## src/rtl/command_packet_receiver_pkg.sv

```systemverilog
// Shared definitions for the command packet receiver and the command reader
// controller: opcode nibbles, drop reason codes, receiver state encoding.
package command_packet_receiver_pkg;

  // Opcode classes, decoded on the upper nibble of the opcode byte
  localparam logic [3:0] OP_SET_FREQ    = 4'hF;
  localparam logic [3:0] OP_SET_THRESH  = 4'h7;
  localparam logic [3:0] OP_SEND_MAX    = 4'h4;
  localparam logic [3:0] OP_TRIG_DETECT = 4'hD;

  // Drop reasons reported on err_code
  localparam logic [1:0] ERR_NONE    = 2'b00;
  localparam logic [1:0] ERR_UNKNOWN = 2'b01;
  localparam logic [1:0] ERR_TIMEOUT = 2'b10;
  localparam logic [1:0] ERR_OVERRUN = 2'b11;

  // Receiver state encoding
  localparam logic [1:0] ST_WAIT_OP = 2'd0;
  localparam logic [1:0] ST_WAIT_HI = 2'd1;
  localparam logic [1:0] ST_WAIT_LO = 2'd2;

  typedef enum logic [1:0] {
    OPC_UNKNOWN = 2'd0,
    OPC_ZERO    = 2'd1,
    OPC_TWO     = 2'd2
  } opc_class_e;

  // Number of operand bytes that follow an opcode, as a class
  function automatic opc_class_e opc_class(input logic [3:0] nib);
    opc_class_e cls;
    case (nib)
      OP_SET_FREQ, OP_SET_THRESH:  cls = OPC_TWO;
      OP_SEND_MAX, OP_TRIG_DETECT: cls = OPC_ZERO;
      default:                     cls = OPC_UNKNOWN;
    endcase
    return cls;
  endfunction

endpackage

```

## src/rtl/command_packet_receiver_timeout.sv

```systemverilog
// Inter-byte timeout counter: loadable up-counter with clear and enable.
// tc flags that the next enabled cycle is the BYTE_TIMEOUT-th silent cycle.
module cmd_byte_timeout #(
  parameter int BYTE_TIMEOUT = 100000,
  parameter int TO_W         = 17
) (
  input  logic            clk,
  input  logic            reset_b,
  input  logic            clr,
  input  logic            load,
  input  logic [TO_W-1:0] load_val,
  input  logic            en,
  output logic            tc
);

  localparam logic [TO_W-1:0] TC_VAL = TO_W'(BYTE_TIMEOUT - 1);

  logic [TO_W-1:0] count_q;
  logic [TO_W-1:0] count_d;

  // Next count: clear beats load beats increment; saturate at the terminal value
  always_comb begin
    if (clr) begin
      count_d = {TO_W{1'b0}};
    end else if (load) begin
      count_d = load_val;
    end else if (en && (count_q != TC_VAL)) begin
      count_d = count_q + TO_W'(1'b1);
    end else begin
      count_d = count_q;
    end
  end

  // Counter register with synchronous active-low reset
  always_ff @(posedge clk) begin
    if (!reset_b) begin
      count_q <= {TO_W{1'b0}};
    end else begin
      count_q <= count_d;
    end
  end

  assign tc = (count_q == TC_VAL);

endmodule

```

## src/rtl/command_packet_receiver.sv

```systemverilog
// Command packet receiver: assembles UART bytes into opcode + operand
// packets, spaces committed packets by MIN_GAP cycles, reports drops.
module command_packet_receiver
  import command_packet_receiver_pkg::*;
#(
  parameter int BYTE_TIMEOUT = 100000,
  parameter int MIN_GAP      = 4,
  parameter int TO_W         = 17
) (
  input  logic        clk,
  input  logic        reset_b,
  input  logic [7:0]  rx_data,
  input  logic        rx_valid,
  output logic [7:0]  Command,
  output logic [15:0] Operand,
  output logic        Rx_Ready,
  output logic        cmd_error,
  output logic [1:0]  err_code
);

  localparam int GAP_W = (MIN_GAP > 2) ? $clog2(MIN_GAP) : 1;
  localparam logic [GAP_W-1:0] GAP_LOAD = GAP_W'(MIN_GAP - 1);
  localparam logic [GAP_W-1:0] GAP_ZERO = {GAP_W{1'b0}};
  localparam logic [GAP_W-1:0] GAP_ONE  = GAP_W'(1'b1);

  logic [1:0]       state_q, state_d;
  logic [7:0]       shadow_cmd_q, shadow_cmd_d;
  logic [15:0]      shadow_opnd_q, shadow_opnd_d;
  logic             done_q, done_d;
  logic             pend_q, pend_d;
  logic [7:0]       pend_cmd_q, pend_cmd_d;
  logic [15:0]      pend_opnd_q, pend_opnd_d;
  logic [GAP_W-1:0] gap_q, gap_d;
  logic [7:0]       command_q, command_d;
  logic [15:0]      operand_q, operand_d;
  logic             rx_ready_q, rx_ready_d;
  logic             cmd_error_q, cmd_error_d;
  logic [1:0]       err_code_q, err_code_d;

  opc_class_e op_cls_s;
  logic       to_clr_s;
  logic       to_en_s;
  logic       to_tc_s;
  logic       unknown_s;
  logic       expire_s;
  logic       overrun_s;

  assign op_cls_s = opc_class(rx_data[7:4]);

  cmd_byte_timeout #(
    .BYTE_TIMEOUT(BYTE_TIMEOUT),
    .TO_W        (TO_W)
  ) u_timeout (
    .clk     (clk),
    .reset_b (reset_b),
    .clr     (to_clr_s),
    .load    (1'b0),
    .load_val({TO_W{1'b0}}),
    .en      (to_en_s),
    .tc      (to_tc_s)
  );

  // Byte assembly: walk opcode/high/low bytes into the shadow register
  always_comb begin
    state_d       = state_q;
    shadow_cmd_d  = shadow_cmd_q;
    shadow_opnd_d = shadow_opnd_q;
    done_d        = 1'b0;
    to_clr_s      = 1'b0;
    to_en_s       = 1'b0;
    unknown_s     = 1'b0;
    expire_s      = 1'b0;
    case (state_q)
      ST_WAIT_OP: begin
        to_clr_s = 1'b1;
        if (rx_valid) begin
          case (op_cls_s)
            OPC_ZERO: begin
              shadow_cmd_d  = rx_data;
              shadow_opnd_d = 16'h0000;
              done_d        = 1'b1;
            end
            OPC_TWO: begin
              shadow_cmd_d = rx_data;
              state_d      = ST_WAIT_HI;
            end
            default: begin
              unknown_s = 1'b1;
            end
          endcase
        end else begin
          state_d = ST_WAIT_OP;
        end
      end
      ST_WAIT_HI, ST_WAIT_LO: begin
        if (rx_valid) begin
          // A byte in the expiry cycle is still accepted
          to_clr_s = 1'b1;
          if (state_q == ST_WAIT_HI) begin
            shadow_opnd_d[15:8] = rx_data;
            state_d             = ST_WAIT_LO;
          end else begin
            shadow_opnd_d[7:0] = rx_data;
            done_d             = 1'b1;
            state_d            = ST_WAIT_OP;
          end
        end else begin
          to_en_s = 1'b1;
          if (to_tc_s) begin
            expire_s = 1'b1;
            state_d  = ST_WAIT_OP;
          end else begin
            state_d = state_q;
          end
        end
      end
      default: begin
        state_d = ST_WAIT_OP;
      end
    endcase
  end

  // Commit, deferral, overrun and error reporting for completed packets
  always_comb begin
    pend_d      = pend_q;
    pend_cmd_d  = pend_cmd_q;
    pend_opnd_d = pend_opnd_q;
    command_d   = command_q;
    operand_d   = operand_q;
    rx_ready_d  = 1'b0;
    err_code_d  = err_code_q;
    overrun_s   = done_q && pend_q;

    if (done_q && !pend_q && (gap_q == GAP_ZERO)) begin
      command_d  = shadow_cmd_q;
      operand_d  = shadow_opnd_q;
      rx_ready_d = 1'b1;
    end else if (pend_q && (gap_q == GAP_ZERO)) begin
      command_d  = pend_cmd_q;
      operand_d  = pend_opnd_q;
      rx_ready_d = 1'b1;
      pend_d     = 1'b0;
    end else if (done_q && !pend_q) begin
      pend_d      = 1'b1;
      pend_cmd_d  = shadow_cmd_q;
      pend_opnd_d = shadow_opnd_q;
    end else begin
      pend_d = pend_q;
    end

    if (rx_ready_d) begin
      gap_d = GAP_LOAD;
    end else if (gap_q != GAP_ZERO) begin
      gap_d = gap_q - GAP_ONE;
    end else begin
      gap_d = gap_q;
    end

    // An overrun outranks a simultaneous unknown opcode or timeout
    cmd_error_d = overrun_s || expire_s || unknown_s;
    if (overrun_s) begin
      err_code_d = ERR_OVERRUN;
    end else if (expire_s) begin
      err_code_d = ERR_TIMEOUT;
    end else if (unknown_s) begin
      err_code_d = ERR_UNKNOWN;
    end else begin
      err_code_d = err_code_q;
    end
  end

  // State and output registers; reset drops any partial or pending packet
  always_ff @(posedge clk) begin
    if (!reset_b) begin
      state_q       <= ST_WAIT_OP;
      shadow_cmd_q  <= 8'h00;
      shadow_opnd_q <= 16'h0000;
      done_q        <= 1'b0;
      pend_q        <= 1'b0;
      pend_cmd_q    <= 8'h00;
      pend_opnd_q   <= 16'h0000;
      gap_q         <= GAP_ZERO;
      command_q     <= 8'h00;
      operand_q     <= 16'h0000;
      rx_ready_q    <= 1'b0;
      cmd_error_q   <= 1'b0;
      err_code_q    <= ERR_NONE;
    end else begin
      state_q       <= state_d;
      shadow_cmd_q  <= shadow_cmd_d;
      shadow_opnd_q <= shadow_opnd_d;
      done_q        <= done_d;
      pend_q        <= pend_d;
      pend_cmd_q    <= pend_cmd_d;
      pend_opnd_q   <= pend_opnd_d;
      gap_q         <= gap_d;
      command_q     <= command_d;
      operand_q     <= operand_d;
      rx_ready_q    <= rx_ready_d;
      cmd_error_q   <= cmd_error_d;
      err_code_q    <= err_code_d;
    end
  end

  assign Command   = command_q;
  assign Operand   = operand_q;
  assign Rx_Ready  = rx_ready_q;
  assign cmd_error = cmd_error_q;
  assign err_code  = err_code_q;

endmodule

```

## config.mk

```make
export PLATFORM = sky130hd
export DESIGN_NAME = command_packet_receiver
export DESIGN_NICKNAME = d
export VERILOG_FILES = /design/src/rtl/command_packet_receiver_pkg.sv /design/src/rtl/command_packet_receiver_timeout.sv /design/src/rtl/command_packet_receiver.sv
export SDC_FILE = /design/constraint.sdc
export NUM_CORES = 1
export LEC_CHECK = 0
export BUFFER_PORTS_ARGS = -buffer_cell sky130_fd_sc_hd__buf_2
export CORE_MARGIN = 2
export CORE_UTILIZATION = 42
export DETAILED_ROUTE_END_ITERATION = 6
export PLACE_DENSITY = 0.58
export SLEW_MARGIN = 20
export SYNTH_ARGS = -nofsm -noshare
export SYNTH_HDL_FRONTEND = slang
export SYNTH_HIERARCHICAL = 1
export SYNTH_SLANG_ARGS = --single-unit
```

## constraint.sdc

```tcl
create_clock -name clk -period 2.6 [get_ports clk]
set_input_delay 0 -clock clk [delete_from_list [all_inputs] [get_ports clk]]
set_output_delay 0 -clock clk [all_outputs]
set_load 0.005 [all_outputs]
```

# ---- After elaboration in Yosys (flattened, before gate mapping)
# Cells that the tools add are included.
dict set report word_totals {
  ff_bits 99
  latchBits 0
  ramBits 0
  mem_bits_ro 0
  input_bits 11
  out_inout_bits 28
  word_cells 105
  memories 0
}
dict set report classes {
  addsub 2
  n_mul 0
  n_div 0
  order_cmp 0
  n_eq_ne 17
  n_shift 0
  muxes 41
  bitwise 3
  n_reduce_logical 27
}
# operator n
set op_table {}
lappend op_table {{16-bit 2-to-1 mux} 5}
lappend op_table {{8-bit 2-to-1 mux} 4}
lappend op_table {{16-bit one-hot mux with 2 select lines} 1}
lappend op_table {{2-bit 2-to-1 mux} 10}
lappend op_table {{17-bit by 1-bit adder with 17-bit output, second input constant} 1}
lappend op_table {{17-bit == test, second input constant} 1}
lappend op_table {{1-bit 2-to-1 mux} 17}
lappend op_table {{17-bit != test, second input constant} 1}
lappend op_table {{5-bit AND reduction} 2}
lappend op_table {{2-bit nonzero test} 5}
lappend op_table {{2-bit OR reduction} 5}
lappend op_table {{4-bit by 3-bit == test with 1-bit output, second input constant} 2}
lappend op_table {{4-bit == test, second input constant} 2}
lappend op_table {{2-bit != test, second input constant} 4}
lappend op_table {{2-bit one-hot mux with 2 select lines} 2}
lappend op_table {{3-bit AND reduction} 2}
lappend op_table {{1-bit logical AND} 5}
lappend op_table {{2-bit by 1-bit == test with 1-bit output, second input constant} 2}
lappend op_table {{2-bit == test, second input constant} 2}
lappend op_table {{2-bit zero test} 2}
lappend op_table {{1-bit one-hot mux with 2 select lines} 2}
lappend op_table {{2-bit AND reduction} 2}
lappend op_table {{3-bit by 2-bit != test with 1-bit output, second input constant} 1}
lappend op_table {{3-bit != test, second input constant} 1}
lappend op_table {{6 further kinds} 9}

# ---- Logic depth before layout (Yosys ltp)
dict set report logic_depth {
  ltp_word 11
  depth_mapped 10
  ltp_nobuf 8
}

# ---- Hierarchy
# The synthesis kept the hierarchy.
# module n_inst cells_each area_per_inst_um2 seq_area_each_um2
set by_module_without_submodules {}
lappend by_module_without_submodules {command_packet_receiver 1 389 3394.5 1641.6}
lappend by_module_without_submodules {cmd_byte_timeout 1 130 1031.0 340.3}

# ---- Least setup slack after synthesis
# No wires, ideal clock.
dict set report synth_path {
  kind {flip-flop to flip-flop}
  startpoint {register state_q[0]}
  endpoint {register u_timeout.count_q[12]}
  t_arrival_ps 1787
  required_time_ps 2476
  setup_slack_ps 689
  path_stages_with_launch 11
  period_less_slack_ps 1911
  cell_sequence {dfxtp_1 -> inv_1 -> ha_1 -> nand2b_1 -> inv_1 -> clkbuf_1 -> inv_1 -> a41oi_2 -> buf_6 -> and4_1 -> nor3_1}
}
dict set report synth_between {
  elab_chain_len 4
  word_cells_on_any_way 8
}
# item line
set synth_rtl {}
lappend synth_rtl {{from (decl)} command_packet_receiver.sv:26} ;# logic [1:0] state_q, state_d;
lappend synth_rtl {{from (signal assigned)} command_packet_receiver.sv:189} ;# state_q <= state_d;
lappend synth_rtl {{2-bit by 1-bit == test with 1-bit output or 2-bit == test (tied branches)} command_packet_receiver.sv:73} ;# case (state_q)
lappend synth_rtl {{2-bit OR reduction (*)} command_packet_receiver.sv:73}
lappend synth_rtl {{1-bit 2-to-1 mux (*)} command_packet_receiver.sv:73}
lappend synth_rtl {{named net to_en_s} command_packet_receiver.sv:42} ;# logic to_en_s;
lappend synth_rtl {{1-bit logical AND (*)} command_packet_receiver_timeout.sv:27} ;# end else if (en && (count_q != TC_VAL)) begin
lappend synth_rtl {{to (signal assigned)} command_packet_receiver_timeout.sv:37} ;# count_q <= {TO_W{1'b0}};
lappend synth_rtl {{to (signal assigned)} command_packet_receiver_timeout.sv:39} ;# count_q <= count_d;
lappend synth_rtl {{to (decl)} command_packet_receiver_timeout.sv:18} ;# logic [TO_W-1:0] count_q;
# The timed path passes the listed nets; every way through them passes the cells marked *.
# A chain may end at the register's enable or synchronous reset.

# ---- Worst setup path in the final report
dict set report layout_path {
  startpoint {register state_q[0]}
  endpoint {register u_timeout.count_q[3]}
}
# Same word-level chain as after synthesis.

==> results.sh <==
export IMPL_drv_cap=0
export IMPL_ios=39
export IMPL_ys_flop_type="dfxtp_1"
export IMPL_p_comb_frac=0.107
export IMPL_final_core_util=0.488
export IMPL_overflow=0
export IMPL_fmax_ghz=0.477
export IMPL_first_pass_iters=4
export IMPL_ctsLongestPathBuffers=2
export IMPL_syn_to_final_growth_pct=13.4
export IMPL_multi_input_area_sq_um=2270
export IMPL_grt_setup_unrepaired="no"
export IMPL_die_width_um=107
export IMPL_ys_top_cells_by_count="nand2_1 (116), dfxtp_1 (99), o21ai_0 (40)"
export IMPL_core_area_sq_um=10300
export IMPL_synth_area_leader_cell="dfxtp_1"
export IMPL_cts_tree="built"
export IMPL_fp_row_count=37
export IMPL_min_delay_path_depth=3
export IMPL_worst_slew_margin_rel=0.359
export IMPL_clock_sinks=99
export IMPL_synth_warnings=6
export IMPL_place_gp_congestion=0.864
export IMPL_cts_resized=0
export IMPL_postSynthCellCount=519
export IMPL_synth_edff_count=0
export IMPL_drt_initial_drc_count=201
export IMPL_fin_nets=590
export IMPL_reg2regPathDepth=8
export IMPL_wirelength_mm=9.72
export IMPL_ant_nets=0
export IMPL_synth_area_top_cells="dfxtp_1 (45%), nand2_1 (9.8%), a22o_1 (6.3%)"
export IMPL_swShare=0.287
export IMPL_p_clk_frac=0.344
export IMPL_switchingPower_mw=0.814
export IMPL_synth_async_reset_ratio=0
export IMPL_irDropWorstVdd_mv=0.420
export IMPL_min_period_ns=2.09
export IMPL_worstSetupEndpointType="flop"
export IMPL_fill_cells=1072
export IMPL_cts_root_buffer="clkbuf_8"
export IMPL_num_antenna_cells=0
export IMPL_crit_fanout=12
export IMPL_setup_worst_path_start="state_q[0]"
export IMPL_syn_area_sq_um=4430
export IMPL_place_hpwl_mm=6.69
export IMPL_p_int_mw=2.03
export IMPL_finClkSkew_ns=0.0132
export IMPL_setup_viol=0
export IMPL_final_hold_violation_count=0
export IMPL_clkLatencyLatePin_ns=0.37
export IMPL_cp_data_arrival_time_ns=2.35
export IMPL_vias=3689
export IMPL_leakage_nw=1.87
export IMPL_hold_end="done_q"
export IMPL_grt_start_max_net_pins=50
export IMPL_r2r_slack_ns=0.51
export IMPL_die_area_sq_um=11400
export IMPL_seqPwrFrac=0.549
export IMPL_die_height_um=107
export IMPL_worstMarginPinSlew_ns=0.961
export IMPL_min_from="rx_valid"
export IMPL_grt_pass1_wl_mm=16.7
export IMPL_ys_seq_area_frac=0.448
export IMPL_drive_gt1_frac=0.130
export IMPL_cp_start_kind="flop"
export IMPL_power_density_nw_per_um2=566
export IMPL_vias_per_cell=5.18
export IMPL_antenna_found_initial=0
export IMPL_synth_cell_types=50
export IMPL_slew_violations=0
export IMPL_numCtsBuffers=9
export IMPL_ys_seq_elements=99
export IMPL_clk_pin_slew_worst_paths_ns=0.11
export IMPL_post_route_period_util=0.806
export IMPL_drc=0
export IMPL_r2r_end="u_timeout/count_q[3]"
export IMPL_setup_tns_final_ns=0
export IMPL_start_util=0.431
export IMPL_synth_top_area_share=0.448
export IMPL_port_buffer_count=38
export IMPL_grt_pass1_vias=3420
export IMPL_wire_per_inst_um=13.7
export IMPL_syn_area_per_cell_sq_um=8.53
export IMPL_worstPathRequired_ns=2.85
export IMPL_yosysMostFrequentCell="nand2_1"
export IMPL_final_seq_area_sq_um=1980
export IMPL_path_class="reg -> reg"
export IMPL_grt_usage=0.180
export IMPL_status="finished, final reports clean"
export IMPL_hold_ws_ns=0.0481
export IMPL_r2r_start="state_q[0]"
export IMPL_min_path_type="in -> reg"
export IMPL_htreeDepth=3
==> cells by family after synthesis <==
kind of cell | Yosys count | share of synthesized area
adder cells (fa/ha/maj) | 8 | 0.0226
other | 1 | 0.000847
multiplexers | 17 | 0.0384
flip-flops | 99 | 0.448
AO/OA/AOI/OAI | 133 | 0.195
buffers and inverters | 49 | 0.0560
AND/OR/NAND/NOR | 203 | 0.222
XOR/XNOR | 9 | 0.0178
==> cell type report <==
class | instances | share of cell area
multi-input combinational | 392 | 0.453
sequential | 99 | 0.395
timing repair buffer | 55 | 0.0673
tap | 136 | 0.0339
clock buffer | 9 | 0.0247
clock inverter | 7 | 0.0152
inverter | 14 | 0.0105
==> worst max path at each step <==
stage          cells past startpoint  slack, ns                     to
2_1_floorplan                     10       0.69  u_timeout/count_q[12]
6_report                           8       0.51   u_timeout/count_q[3]
5_1_grt                            8       0.33  u_timeout/count_q[11]
3_5_place_dp                       8       0.51   u_timeout/count_q[5]
3_3_place_gp                       8       0.60   u_timeout/count_q[3]
4_1_cts                            8       0.50   u_timeout/count_q[5]
==> routing by layer <==
layer  GRT usage  vias to the layer above  part of all wire
li1            -                     1909                 -
met1       0.244                     1705              0.49
met2       0.294                       64              0.46
met3      0.0377                       11             0.041
met4      0.0473                        0             0.012
met5           0                        -                 0
==> flip-flops by register name, summed over array words and instances (netlist names), 8 cells and up <==
register           count
u_timeout/count_q     17
Operand               16
pend_opnd_q           16
shadow_opnd_q         16
Command                8
pend_cmd_q             8
shadow_cmd_q           8
==> power by group through the flow <==
stage | Sequential [mW] | Combinational [mW] | Clock (mW)
floorplan | 1.59 | 0.227 | 0
finish | 1.56 | 0.303 | 0.977
CTS | 1.56 | 0.304 | 1.03
global placement | 1.59 | 0.280 | 0
detailed placement | 1.59 | 0.293 | 0
global route | 1.56 | 0.343 | 1.08
==> layout by cell type (no fill, tap or decap), types with 5 or more instances in the layout <==
| cell | instances |
|---|---|
| a211oi_1 | 5 |
| a21oi_1 | 39 |
| a22o_1 | 32 |
| a31oi_1 | 5 |
| buf_2 | 38 |
| buf_4 | 9 |
| clkbuf_8 | 9 |
| conb_1 | 22 |
| dfxtp_1 | 99 |
| dlygate4sd3_1 | 8 |
| ha_1 | 8 |
| inv_1 | 14 |
| mux2i_1 | 17 |
| nand2_1 | 116 |
| nand2b_1 | 5 |
| nand3_1 | 14 |
| nand4_1 | 7 |
| nor2_1 | 19 |
| nor3_1 | 8 |
| nor4_1 | 5 |
| o21ai_0 | 40 |
| xnor2_1 | 8 |
==> critical path, stage by stage (launching register included) <==
cell and delay [ns]:
dfxtp_1 0.40, inv_1 0.08, ha_1 0.30, nand2b_1 0.07
inv_1 0.20, inv_1 0.10, a41oi_2 0.47, and4_2 0.31
nor3_1 0.05
==> metrics by stage <==
step	cell area [sq um]	setup WS (ns)	power [mW]	instances
2_1_floorplan	4500	0.689	1.82	540
3_3_place_gp	4740	0.597	1.87	688
3_5_place_dp	4740	0.512	1.89	688
4_1_cts	5020	0.503	2.89	712
5_1_grt	5020	0.334	2.99	712
6_report	5020	0.505	2.84	712
==> what timing repair did <==
action,in CTS,in global routing
setup buffers,0,0
hold endpoints to repair,24,0
hold buffers,8,0
Note: power is estimated with default switching activity, not from simulation.
